===== src/rtl/interrupt_controller_if.sv =====
// Register-bus interface of the interrupt controller: word select,
// read/write strobes, write data and the combinational read data.
interface interrupt_controller_if;
    logic [1:0]  I_addr;
    logic        I_wen;
    logic        I_ren;
    logic [31:0] I_wdata;
    logic [31:0] O_rdata;

    // Bus owner (CPU side) drives address, strobes and write data.
    modport master (
        output I_addr,
        output I_wen,
        output I_ren,
        output I_wdata,
        input  O_rdata
    );

    // The controller samples the request and returns read data.
    modport slave (
        input  I_addr,
        input  I_wen,
        input  I_ren,
        input  I_wdata,
        output O_rdata
    );
endinterface


===== src/rtl/interrupt_controller.sv =====
// Interrupt controller: NSRC synchronised interrupt lines with per-source
// enable and edge/level mode, lowest-index priority and a claim/complete
// handshake. A single source can be in service at a time.
module interrupt_controller #(
    parameter int NSRC = 8
) (
    input  logic                  I_clk,
    input  logic                  I_rst,
    input  logic [NSRC-1:0]       I_irq,
    interrupt_controller_if.slave bus,
    output logic                  O_extinterrupt
);

    localparam int ID_W = 5;

    localparam logic [1:0] ADDR_ENABLE  = 2'd0;
    localparam logic [1:0] ADDR_PENDING = 2'd1;
    localparam logic [1:0] ADDR_MODE    = 2'd2;
    localparam logic [1:0] ADDR_CLAIM   = 2'd3;

    // Architectural and synchroniser state.
    logic [NSRC-1:0] sync1_q, sync2_q, prev_q;
    logic [NSRC-1:0] enable_q, enable_d;
    logic [NSRC-1:0] mode_q, mode_d;
    logic [NSRC-1:0] pending_q, pending_d;
    logic            busy_q, busy_d;
    logic [ID_W-1:0] in_service_q, in_service_d;
    logic            ext_irq_q, ext_irq_d;

    // Combinational helpers.
    logic [NSRC-1:0] claimable;
    logic            winner_found;
    logic [ID_W-1:0] winner_idx;
    logic            complete;
    logic            busy_eff;
    logic [ID_W-1:0] claim_id;
    logic            claim_take;
    logic [NSRC-1:0] claim_mask;
    logic [NSRC-1:0] in_service_mask;
    logic [NSRC-1:0] edge_set, level_set;

    // Only the low write-data bits reach a register; the rest are don't-care.
    logic unused_wdata;
    assign unused_wdata = ^bus.I_wdata;

    assign claimable = pending_q & enable_q;

    // Priority pick: scanning downwards leaves the lowest claimable index.
    always_comb begin
        // NOTE: every variable gets a default before any conditional
        // assignment so this block can never infer a latch.
        winner_found = 1'b0;
        winner_idx   = '0;
        for (int i = NSRC - 1; i >= 0; i--) begin
            if (claimable[i]) begin
                winner_found = 1'b1;
                winner_idx   = ID_W'(i);
            end
        end
    end

    // Complete is resolved before the claim, so a same-cycle read sees busy=0.
    always_comb begin
        complete   = bus.I_wen && (bus.I_addr == ADDR_CLAIM) && busy_q &&
                     (bus.I_wdata[ID_W-1:0] == in_service_q);
        busy_eff   = busy_q && !complete;
        claim_id   = (winner_found && !busy_eff) ? winner_idx + ID_W'(1) : '0;
        claim_take = bus.I_ren && (bus.I_addr == ADDR_CLAIM) && (claim_id != '0);
    end

    // Next busy/in-service state and the per-source masks derived from it.
    always_comb begin
        busy_d       = busy_eff;
        in_service_d = in_service_q;
        if (claim_take) begin
            busy_d       = 1'b1;
            in_service_d = claim_id;
        end
        for (int i = 0; i < NSRC; i++) begin
            claim_mask[i]      = claim_take && (winner_idx == ID_W'(i));
            in_service_mask[i] = busy_d && (in_service_d == ID_W'(i + 1));
        end
    end

    // Pending update: a new request always wins over a same-cycle claim clear.
    // A level source being claimed (or already in service) does not re-pend.
    always_comb begin
        edge_set  = sync2_q & ~prev_q & mode_q;
        level_set = sync2_q & ~mode_q & ~in_service_mask;
        pending_d = (pending_q & ~claim_mask) | edge_set | level_set;
        ext_irq_d = (|claimable) && !busy_q;
    end

    // ENABLE / MODE register writes; PENDING is read-only.
    always_comb begin
        enable_d = enable_q;
        mode_d   = mode_q;
        if (bus.I_wen) begin
            case (bus.I_addr)
                ADDR_ENABLE: enable_d = bus.I_wdata[NSRC-1:0];
                ADDR_MODE:   mode_d   = bus.I_wdata[NSRC-1:0];
                default:     ;
            endcase
        end
    end

    // Read mux: all-ones when idle, unmapped bits read as zero.
    always_comb begin
        bus.O_rdata = '1;
        if (bus.I_ren) begin
            bus.O_rdata = '0;
            case (bus.I_addr)
                ADDR_ENABLE:  bus.O_rdata[NSRC-1:0] = enable_q;
                ADDR_PENDING: bus.O_rdata[NSRC-1:0] = pending_q;
                ADDR_MODE:    bus.O_rdata[NSRC-1:0] = mode_q;
                default:      bus.O_rdata[ID_W-1:0] = claim_id;
            endcase
        end
    end

    // State registers with synchronous reset.
    always_ff @(posedge I_clk) begin
        // NOTE: sequential state uses non-blocking assignments so every
        // register samples the pre-edge value of every other register.
        if (I_rst) begin
            sync1_q      <= '0;
            sync2_q      <= '0;
            prev_q       <= '0;
            enable_q     <= '0;
            mode_q       <= '0;
            pending_q    <= '0;
            busy_q       <= 1'b0;
            in_service_q <= '0;
            ext_irq_q    <= 1'b0;
        end else begin
            sync1_q      <= I_irq;
            sync2_q      <= sync1_q;
            prev_q       <= sync2_q;
            enable_q     <= enable_d;
            mode_q       <= mode_d;
            pending_q    <= pending_d;
            busy_q       <= busy_d;
            in_service_q <= in_service_d;
            ext_irq_q    <= ext_irq_d;
        end
    end

    assign O_extinterrupt = ext_irq_q;

endmodule


===== src/flat_wrapper.sv =====
// flat-port wrapper written by rule: the top's interface ports become plain ports
module interrupt_controller_flat 
#(
    parameter int NSRC = 8
)
  (I_clk, I_rst, I_irq, O_extinterrupt, bus_I_addr, bus_I_wen, bus_I_ren, bus_I_wdata, bus_O_rdata);
  interrupt_controller_if bus_i ();
  input  logic I_clk;
  input  logic I_rst;
  input  logic [NSRC-1:0] I_irq;
  output logic O_extinterrupt;
  input wire logic [$bits(bus_i.I_addr)-1:0] bus_I_addr;
  input wire logic [$bits(bus_i.I_wen)-1:0] bus_I_wen;
  input wire logic [$bits(bus_i.I_ren)-1:0] bus_I_ren;
  input wire logic [$bits(bus_i.I_wdata)-1:0] bus_I_wdata;
  output wire logic [$bits(bus_i.O_rdata)-1:0] bus_O_rdata;
  assign bus_i.I_addr = bus_I_addr;
  assign bus_i.I_wen = bus_I_wen;
  assign bus_i.I_ren = bus_I_ren;
  assign bus_i.I_wdata = bus_I_wdata;
  assign bus_O_rdata = bus_i.O_rdata;
  interrupt_controller #(.NSRC(NSRC)) u_core (.I_clk(I_clk), .I_rst(I_rst), .I_irq(I_irq), .bus(bus_i), .O_extinterrupt(O_extinterrupt));
endmodule

===== config.mk =====
export PLATFORM = sky130hd
export DESIGN_NAME = interrupt_controller_flat
export DESIGN_NICKNAME = d
export VERILOG_FILES = /design/src/rtl/interrupt_controller_if.sv /design/src/rtl/interrupt_controller.sv /design/src/flat_wrapper.sv
export SDC_FILE = /design/constraint.sdc
export NUM_CORES = 1
export LEC_CHECK = 0
export ABC_AREA = 1
export CAP_MARGIN = 20
export CORE_UTILIZATION = 43
export DETAILED_ROUTE_END_ITERATION = 10
export GPL_TIMING_DRIVEN = 0
export PLACE_DENSITY = 0.73
export SLEW_MARGIN = 20
export SYNTH_ARGS = -nofsm -noshare
export SYNTH_HDL_FRONTEND = slang
export SYNTH_SLANG_ARGS = --single-unit
export TNS_END_PERCENT = 30

===== constraint.sdc =====
create_clock -name I_clk -period 2.65 [get_ports I_clk]
set_clock_uncertainty 0.2 [all_clocks]
set_input_delay 0.795 -clock I_clk [delete_from_list [all_inputs] [get_ports I_clk]]
set_output_delay 0.795 -clock I_clk [all_outputs]
set_load 0.05 [all_outputs]

# Yosys cells after proc, flatten, opt, wreduce, memory -nomap -nowiden
# Index checks and enable logic that the tools add are counted.
dict set report word_totals {
  in_bits 46
  regBits 55
  out_inout_bits 33
}
dict set report op_classes {
  n_eq_ne 19
  bitwise_logic 12
  addsub 1
  n_reduce_logical 33
  muxes 22
}
# op count
set op_table {}
lappend op_table {{$and A8 B8 Y8} 6}
lappend op_table {{$mux W32} 1}
lappend op_table {{$not A8 Y8} 4}
lappend op_table {{$logic_and A1 B1 Y1} 24}
lappend op_table {{$mux W3} 8}
lappend op_table {{$eq A5 B3 Y1 const B} 4}
lappend op_table {{$or A8 B8 Y8} 2}
lappend op_table {{$pmux W5 S3} 1}
lappend op_table {{$eq A3 B3 Y1 const B} 4}
lappend op_table {{$eq A5 B2 Y1 const B} 2}
lappend op_table {{$mux W5} 2}
lappend op_table {{$mux W1} 9}
lappend op_table {{$pmux W3 S3} 1}
lappend op_table {{$reduce_or A8 Y1} 1}
lappend op_table {{$eq A3 B2 Y1 const B} 2}
lappend op_table {{$eq A5 B1 Y1 const B} 1}
lappend op_table {{$eq A5 B4 Y1 const B} 1}
lappend op_table {{$eq A5 B5 Y1} 1}
lappend op_table {{$logic_not A5 Y1} 1}
lappend op_table {{$reduce_bool A5 Y1} 1}
lappend op_table {{$add A3 B1 Y4 const B} 1}
lappend op_table {{$eq A2 B2 Y1 const B} 2}
lappend op_table {{$reduce_and A2 Y1} 2}
lappend op_table {{$eq A3 B1 Y1 const B} 1}
lappend op_table {{other kinds (3)} 5}

# Longest topological paths before layout
# Gate-level depths: netlist of the first run.
dict set report logic_depth {
  ltp_word 19
  ltp_mapped 21
  mapped_depth_nobuf 20
}

# Worst setup path after synthesis of the first run
# Ideal clock, no wire load.
dict set report synth_timing {
  path_type {in2out}
  start {input port bus_I_wdata[3]}
  end {output port bus_O_rdata[1]}
  slack_ns -0.545
  t_arrival_ns 2.200
  cell_stages 7
  required_ns 1.655
  path_cell_list {inv_1 > nand2_1 > a21oi_1 > nand3_2 > a21oi_2 > nand2_1 > o211ai_1}
}
dict set report synth_via {
  elab_chain_cells 9
}
# element line_no
set synth_lines {}
lappend synth_lines {{start: declaration} flat_wrapper.sv:15} ;# input wire logic [$bits(bus_i.I_wdata)-1:0] bus_I_wdata;
lappend synth_lines {{$eq A5 B5 Y1} interrupt_controller.sv:65} ;# (bus.I_wdata[ID_W-1:0] == in_service_q);
lappend synth_lines {{$logic_and A1 B1 Y1} interrupt_controller.sv:64} ;# complete = bus.I_wen && (bus.I_addr == ADDR_CLAIM) && busy_q &&
lappend synth_lines {{$logic_not A1 Y1} interrupt_controller.sv:66} ;# busy_eff = busy_q && !complete;
lappend synth_lines {{$logic_and A1 B1 Y1} interrupt_controller.sv:66}
lappend synth_lines {{$logic_not A1 Y1} interrupt_controller.sv:67} ;# claim_id = (winner_found && !busy_eff) ? winner_idx + ID_W'(1) : '0;
lappend synth_lines {{$logic_and A1 B1 Y1} interrupt_controller.sv:67}
lappend synth_lines {{$mux W5} interrupt_controller.sv:67}
lappend synth_lines {{$pmux W5 S3} interrupt_controller.sv:112} ;# case (bus.I_addr)
lappend synth_lines {{$mux W32} interrupt_controller.sv:110} ;# if (bus.I_ren) begin
lappend synth_lines {{end: declaration} flat_wrapper.sv:16} ;# output wire logic [$bits(bus_i.O_rdata)-1:0] bus_O_rdata;
# Every way passes these cells.

# Worst setup path in the final report of the first run
dict set report layout_timing {
  start {input port bus_I_wdata[0]}
  end {output port bus_O_rdata[0]}
}
# The elaborated chain is that of the path after synthesis.

==> run metrics, run 1 <==
outcome=finished with violations; failing checks=setup timing; NetSw=0.5251 mW; FP Rows=28; worst-path cell chain=buf_6 -> inv_2 -> nand2_2 -> nand2_2 -> nor2_2 -> nand3_2 -> a21oi_4 -> nand2_2 -> o211ai_1 -> buf_4; Worst-Margin Slew=0.6922 ns; DR WL/cell=13.26 µm; worst slack at placement=-1.533 ns; Syn Nets=438; VDD IR max=0.2971 mV; clock power share=28.9%; Placed Area=3435 µm²; Final period util=117.0%; Starting DRT DRC Count=165; post-synth cell types=26; synthesized area=2763 µm²; # diodes=0; area delta synth->final=38.54%; WS Path Type=input pin to output port; largest cells by area after synthesis=dfxtp_1 (40%), nand2_1 (11%), nor2_1 (8.8%); Synth Area in Adders=2.717%; CTS buffer count=5; port buffer count=53; Synth Area in Simple Gates=27.17%; layout cells sized above 1=37.10%; pin count of the biggest net entering global routing=16; Worst setup EP type=output port; design area=3827 µm²; die height=82.16 µm; PwrDens=475.6 nW/µm²; sequential cell area=1106 µm²; Compound-Gate Fraction of Synth Area=14.36%; Slowest-stage cell, CP=a21oi_4; max incr delay on CP=0.26 ns; DR DRC count=0; highest net fanout along the worst path=3; CTS root buf=clkbuf_8; Layout fillers=509; Final Slew Violations=0; die area=6749 µm²; vias in the first global route=2,365; Synth top area share=39.86%; Synth Area in XOR/XNOR=0%; Initial Util=45.58%; most frequent cells in the layout=buf_4 (67), nand2_1 (60), nor2_1 (56), dfxtp_1 (51), inv_1 (44); top cell family by delay on the critical path=simple AND/OR/NAND/NOR gates; largest family of logic cells by synthesized area=simple AND/OR/NAND/NOR gates; clock-pin slew on the worst setup and hold paths=0.08 ns; WP data required=1.66 ns; internal power=1.295 mW; Final setup viols=12; WP data arrival=2.11 ns; sequential fraction of the synthesis area=39.86%; first-pass GRT wire length=10,550 µm; clock buffer depth=2; Avg Synthesized Cell Area=7.157 µm²; total core area=6061 µm²; WL final=7216 µm; Leak=1.696 nW; footprint of the multi-input gates=1406 µm²; CTS tree=yes; multiplexer share of the synthesized area=0%; CTS H-tree depth=2; setup_tns=-4.057 ns; GRT overflow=0; minimum clock period=3.101 ns; Die W=82.16 µm; Slew HR=53.85%; Syn. warnings=0; Hold Buf Count CTS=0; hpwl dp=5113 µm; Fin. Hold Viols=0; Synth Instances=386; Yosys reg bits=55; MaxCap Viol Count=0; CP most frequent cell=nand2_2; switch share=28.85%; Placer Congestion=0.8820; RSZ-0062 raised after global routing=yes; worst min-delay path class=register to register; fmax=322.4 MHz; Combinational Power Share=22.6%; DR vias/cell=4.971; initial antenna violation count=0; Final #Nets=521; Yosys top cell by area=dfxtp_1; antenna-violating nets left=0; Sink Count=55; 1st-pass router iterations=5; CP bufs+invs=3; number of I/O pins=79; Final WS setup=-0.4514 ns; Vias=2,704; total track usage=21.04%; flop2flop setup slack=-0.24 ns; clk_lat worst skew=0.30 ns; kind of start point of the critical path=input pin; sequential share of power=48.5%; most common cell after layout, fill and taps aside=buf_4
[cell type report]
type | instances | area share (%)
clock inverter | 1 | 0.7846
multi-input combinational | 241 | 36.74
tap | 75 | 2.452
timing repair buffer | 75 | 16.90
inverter | 57 | 6.146
sequential | 55 | 28.90
timing repair inverter | 1 | 0.1961
clock buffer | 6 | 1.896
buffer | 33 | 5.982
[stage by stage]
step                      utilization [%]  std cells  power, mW  hold WS, ns
final                               63.15        544      1.820       0.2037
after global placement              56.67        514      1.271       0.1914
after global routing                63.15        544      1.903       0.2257
after CTS                           60.36        536      1.813       0.2040
after detailed placement            56.67        514      1.278       0.1921
after floorplan                         -        386      1.148       0.1883
[layer usage]
layer  track usage, %  share of wire, %  vias to the layer above
li1                 -                 -                     1354
met1            25.19                42                     1198
met2            37.27                48                      123
met3            3.956               6.4                       29
met4            7.544               3.5                        0
met5                0                 0                        -
[final timing paths]
check / start / cells past startpoint / to
setup reg to reg: u_core.in_service_q[2] / 19 / u_core.pending_q[0]
hold / removal: u_core.sync1_q[6] / 2 / u_core.sync2_q[6]
hold reg to reg: u_core.sync1_q[6] / 2 / u_core.sync2_q[6]
setup / recovery: bus_I_wdata[0] / 10 / bus_O_rdata[0]
[power groups by stage]
stage / clock [mW] / sequential, mW / combinational, mW
after floorplan: 0 / 0.897 / 0.251
after global placement: 0 / 0.900 / 0.372
after detailed placement: 0 / 0.901 / 0.377
after CTS: 0.542 / 0.881 / 0.389
after global routing: 0.576 / 0.886 / 0.441
final: 0.526 / 0.883 / 0.411
[state kept, by name, indices dropped and copies added, names as in the netlist]
signal / count
u_core.sync1_q: 8
u_core.prev_q: 8
u_core.O_extinterrupt: 1
u_core.pending_q: 8
u_core.in_service_q: 5
u_core.mode_q: 8
u_core.enable_q: 8
u_core.sync2_q: 8
u_core.busy_q: 1
[cells by family (layout without fill, tap and decap cells)]
kind of cell | count (synthesis) | count (layout)
AO/OA/AOI/OAI | 57 | 57
adder cells (fa/ha/maj) | 6 | 6
buffers and inverters | 90 | 173
flip-flops | 55 | 55
AND/OR/NAND/NOR | 178 | 178
[synth_stat cells]
| master | n |
|---|---|
| buf_1 | 3 |
| clkbuf_1 | 5 |
| nand3_2 | 2 |
| dfxtp_1 | 55 |
| ha_1 | 6 |
| nand2_1 | 79 |
| o21ai_2 | 1 |
| o2111ai_1 | 1 |
| buf_6 | 2 |
| a21oi_1 | 18 |
| nor2_1 | 65 |
| nand2_4 | 2 |
| buf_4 | 23 |
| nor2_4 | 1 |
| nand2_2 | 5 |
| a21oi_2 | 9 |
| o21ai_1 | 2 |
| o211ai_1 | 8 |
| inv_1 | 53 |
| nor3_1 | 10 |
| a21boi_0 | 1 |
| nor2_2 | 4 |
| inv_2 | 4 |
| nand3_1 | 10 |
| a221oi_1 | 4 |
| a211oi_1 | 13 |
[repair_timing]
item | CTS | global route
gates cloned | 1 | 1
pin swaps | 16 | 20
endpoints found under the hold margin | 0 | 0
buffers inserted | 14 | 7
gates resized for setup | 201 | 28
setup endpoints to repair | 54 | 20
[worst reg2reg max path, stage by stage (launching register included)]
cell	delay, ns
dfxtp_1	0.41
inv_1	0.14
nand2_4	0.08
nand2_2	0.05
nor2_2	0.12
nand3_2	0.15
a21oi_4	0.26
nand2_2	0.11
buf_4	0.14
buf_4	0.14
nand3_2	0.11
nand2_4	0.08
buf_8	0.15
buf_4	0.14
o21ai_4	0.08
nand2_4	0.09
nor2_4	0.13
nand2_1	0.06
nand2_1	0.07
a21oi_2	0.05
No activity file was read; power rests on OpenSTA's default activity.
==> run 2: changes to the inputs <==
--- a/config.mk
+++ b/config.mk
@@ -8,6 +8,7 @@
 export ABC_AREA = 1
 export CAP_MARGIN = 20
 export CORE_UTILIZATION = 43
+export CTS_CLUSTER_SIZE = 16
 export DETAILED_ROUTE_END_ITERATION = 10
 export GPL_TIMING_DRIVEN = 0
 export PLACE_DENSITY = 0.73
==> results of run 2 <==
Same layout as run 1: the final DEF is identical, and so are final timing and power.
==> run 3: changes to the inputs <==
--- a/config.mk
+++ b/config.mk
@@ -11,7 +11,7 @@
 export CTS_CLUSTER_SIZE = 16
 export DETAILED_ROUTE_END_ITERATION = 10
 export GPL_TIMING_DRIVEN = 0
-export PLACE_DENSITY = 0.73
+export PLACE_DENSITY = 0.76
 export SLEW_MARGIN = 20
 export SYNTH_ARGS = -nofsm -noshare
 export SYNTH_HDL_FRONTEND = slang
==> run 3 against run 2 <==
The run still ends with setup timing left. Clock power down 9.7%. Global-route usage up 3.4 points. Die area unchanged. First-iteration DRC count is 25% higher. Clock-buffer cell count is the same. Power decreased by 2.1%. Routed wire length up 12%. Hold slack better by 0.0027 ns. Register-to-register slack about the same. Fmax increased by 0.52%. Largest power group unchanged.
==> run metrics, run 3 (same netlist as run 1, synthesis figures left out) <==
die area=6749 µm² (unchanged); Combinational Power Share=23.8% (was 22.6%); WP data required=1.66 ns (about the same); CTS H-tree depth=2 (unchanged); Vias=2,813 (was 2,704); Final setup viols=14 (was 12); WP data arrival=2.09 ns (was 2.11 ns); area delta synth->final=40.22% (was 38.54%); Worst-Margin Slew=0.8176 ns (was 0.6922 ns); hpwl dp=5432 µm (was 5113 µm); die height=82.16 µm (unchanged); Fin. Hold Viols=0 (unchanged); WL final=8064 µm (was 7216 µm); Sink Count=55 (unchanged); Placer Congestion=0.9094 (was 0.8820); FP Rows=28 (unchanged); clock-pin slew on the worst setup and hold paths=0.10 ns (was 0.08 ns); fmax=324.1 MHz (was 322.4 MHz); Die W=82.16 µm (unchanged); RSZ-0062 raised after global routing=yes (unchanged); GRT overflow=0 (unchanged); Slew HR=45.50% (was 53.85%); clock power share=26.6% (was 28.9%); # diodes=0 (unchanged); DR vias/cell=5.161 (was 4.971); DR DRC count=0 (unchanged); total core area=6061 µm² (unchanged); pin count of the biggest net entering global routing=18 (was 16); outcome=finished with violations (unchanged); port buffer count=53 (unchanged); most frequent cells in the layout=buf_4 (61), nand2_1 (59), nor2_1 (58), dfxtp_1 (47), inv_1 (44) (was buf_4 (67), nand2_1 (60), nor2_1 (56), dfxtp_1 (51), inv_1 (44)); switch share=31.93% (was 28.85%); NetSw=0.5688 mW (was 0.5251 mW); WS Path Type=input pin to output port (unchanged); DR WL/cell=14.80 µm (was 13.26 µm); footprint of the multi-input gates=1435 µm² (was 1406 µm²); Finished Core Util=63.91% (was 63.15%); CTS buffer count=5 (unchanged); Leak=1.697 nW (was 1.696 nW); antenna-violating nets left=0 (unchanged); VDD IR max=0.3540 mV (was 0.2971 mV); Layout fillers=542 (was 509); vias in the first global route=2,619 (was 2,365); Hold Buf Count CTS=0 (unchanged); CTS tree=yes (unchanged); PwrDens=459.8 nW/µm² (was 475.6 nW/µm²); Final period util=116.4% (was 117.0%); CTS root buf=clkbuf_8 (unchanged); initial antenna violation count=0 (unchanged); Final Slew Violations=0 (unchanged); Pwr Total=1.781 mW (was 1.820 mW); Initial Util=45.58% (unchanged); Final #Nets=521 (unchanged); number of I/O pins=79 (unchanged); clk_lat worst skew=0.32 ns (was 0.30 ns); kind of start point of the critical path=input pin (unchanged); failing checks=setup timing (unchanged); internal power=1.212 mW (was 1.295 mW); MaxCap Viol Count=0 (unchanged); Worst setup EP type=output port (unchanged); layout cells sized above 1=38.09% (was 37.10%); Final WS setup=-0.4354 ns (was -0.4514 ns); Hold WS=0.2064 ns (was 0.2037 ns); worst min-delay path class=register to register (unchanged); total track usage=24.47% (was 21.04%); highest net fanout along the worst path=3 (unchanged); most common cell after layout, fill and taps aside=buf_4 (unchanged); sequential share of power=49.5% (was 48.5%); clock buffer depth=2 (unchanged); Starting DRT DRC Count=207 (was 165); sequential cell area=1116 µm² (was 1106 µm²); 1st-pass router iterations=4 (was 5); minimum clock period=3.085 ns (was 3.101 ns); first-pass GRT wire length=12,100 µm (was 10,550 µm)
run 3: changes by cell type in the layout (fill, tap and decap cells not counted), sizes merged:
| cell | before | now |
|---|---|---|
| bufinv | 1 | 0 |
| clkinv | 0 | 2 |
| clkdlybuf4s15 | 2 | 1 |
| buf | 88 | 89 |
run 3: worst max-delay path, cell delays in order:
cell	delay, ns
buf_8	0.08
inv_2	0.03
nand2_1	0.06
nand2_2	0.06
nor2_2	0.11
nand3_2	0.14
a21oi_4	0.20
nand2_2	0.08
o211ai_1	0.26
buf_4	0.25
run 3: metal layers:
metal	wire (µm)	vias up	track usage [%]	part of all wire, %
met5	0	-	0	0
met4	274	0	10.18	3.4
met3	734	30	5.165	9.1
met2	3867	157	42.48	48
met1	3188	1271	29.14	40
li1	-	1355	-	-
run 3: final timing paths:
kind / from / cells after the start / slack, ns / to
worst min-delay path: u_core.sync1_q[2] / 2 / 0.21 / u_core.sync2_q[2]
worst min register to register: u_core.sync1_q[2] / 2 / 0.21 / u_core.sync2_q[2]
worst max-delay path: bus_I_wdata[4] / 10 / -0.44 / bus_O_rdata[1]
worst max register to register: u_core.enable_q[7] / 20 / -0.25 / u_core.pending_q[7]
run 3: final cells by class:
class / instances / share of cell area (%)
clock inverters: 2 / 0.4522
multi-input cells: 241 / 37.05
well taps: 75 / 2.422
repair inverters: 1 / 0.1938
plain buffers: 33 / 5.911
flip-flops and latches: 55 / 28.81
repair buffers: 75 / 17.15
inverters: 57 / 6.137
clock buffers: 6 / 1.873
run 3: power by group through the flow:
| stage | logic [mW] | registers, mW | clock network [mW] |
|---|---|---|---|
| 6_report | 0.424 | 0.882 | 0.475 |
| 5_1_grt | 0.452 | 0.887 | 0.522 |
| 4_1_cts | 0.404 | 0.881 | 0.482 |
| 3_5_place_dp | 0.384 | 0.900 | 0 |
| 3_3_place_gp | 0.378 | 0.898 | 0 |
| 2_1_floorplan | 0.251 | 0.897 | 0 |
run 3: through the flow:
stage	cell area [µm²]	std cells	setup slack, ns	TNS (ns)
after floorplan	2810	386	-0.5357	-2.892
after global placement	3435	514	-1.624	-56.43
after detailed placement	3435	514	-1.602	-58.86
after CTS	3681	539	-0.4300	-2.750
after global routing	3874	545	-0.5537	-5.066
final	3874	545	-0.4354	-3.306
run 3: repair_timing:
| item | CTS | global route |
|---|---|---|
| cloned | 1 | 1 |
| pin swaps | 19 | 14 |
| resized for setup | 215 | 38 |
| setup buffers | 16 | 6 |
| endpoints found under the setup margin | 54 | 19 |
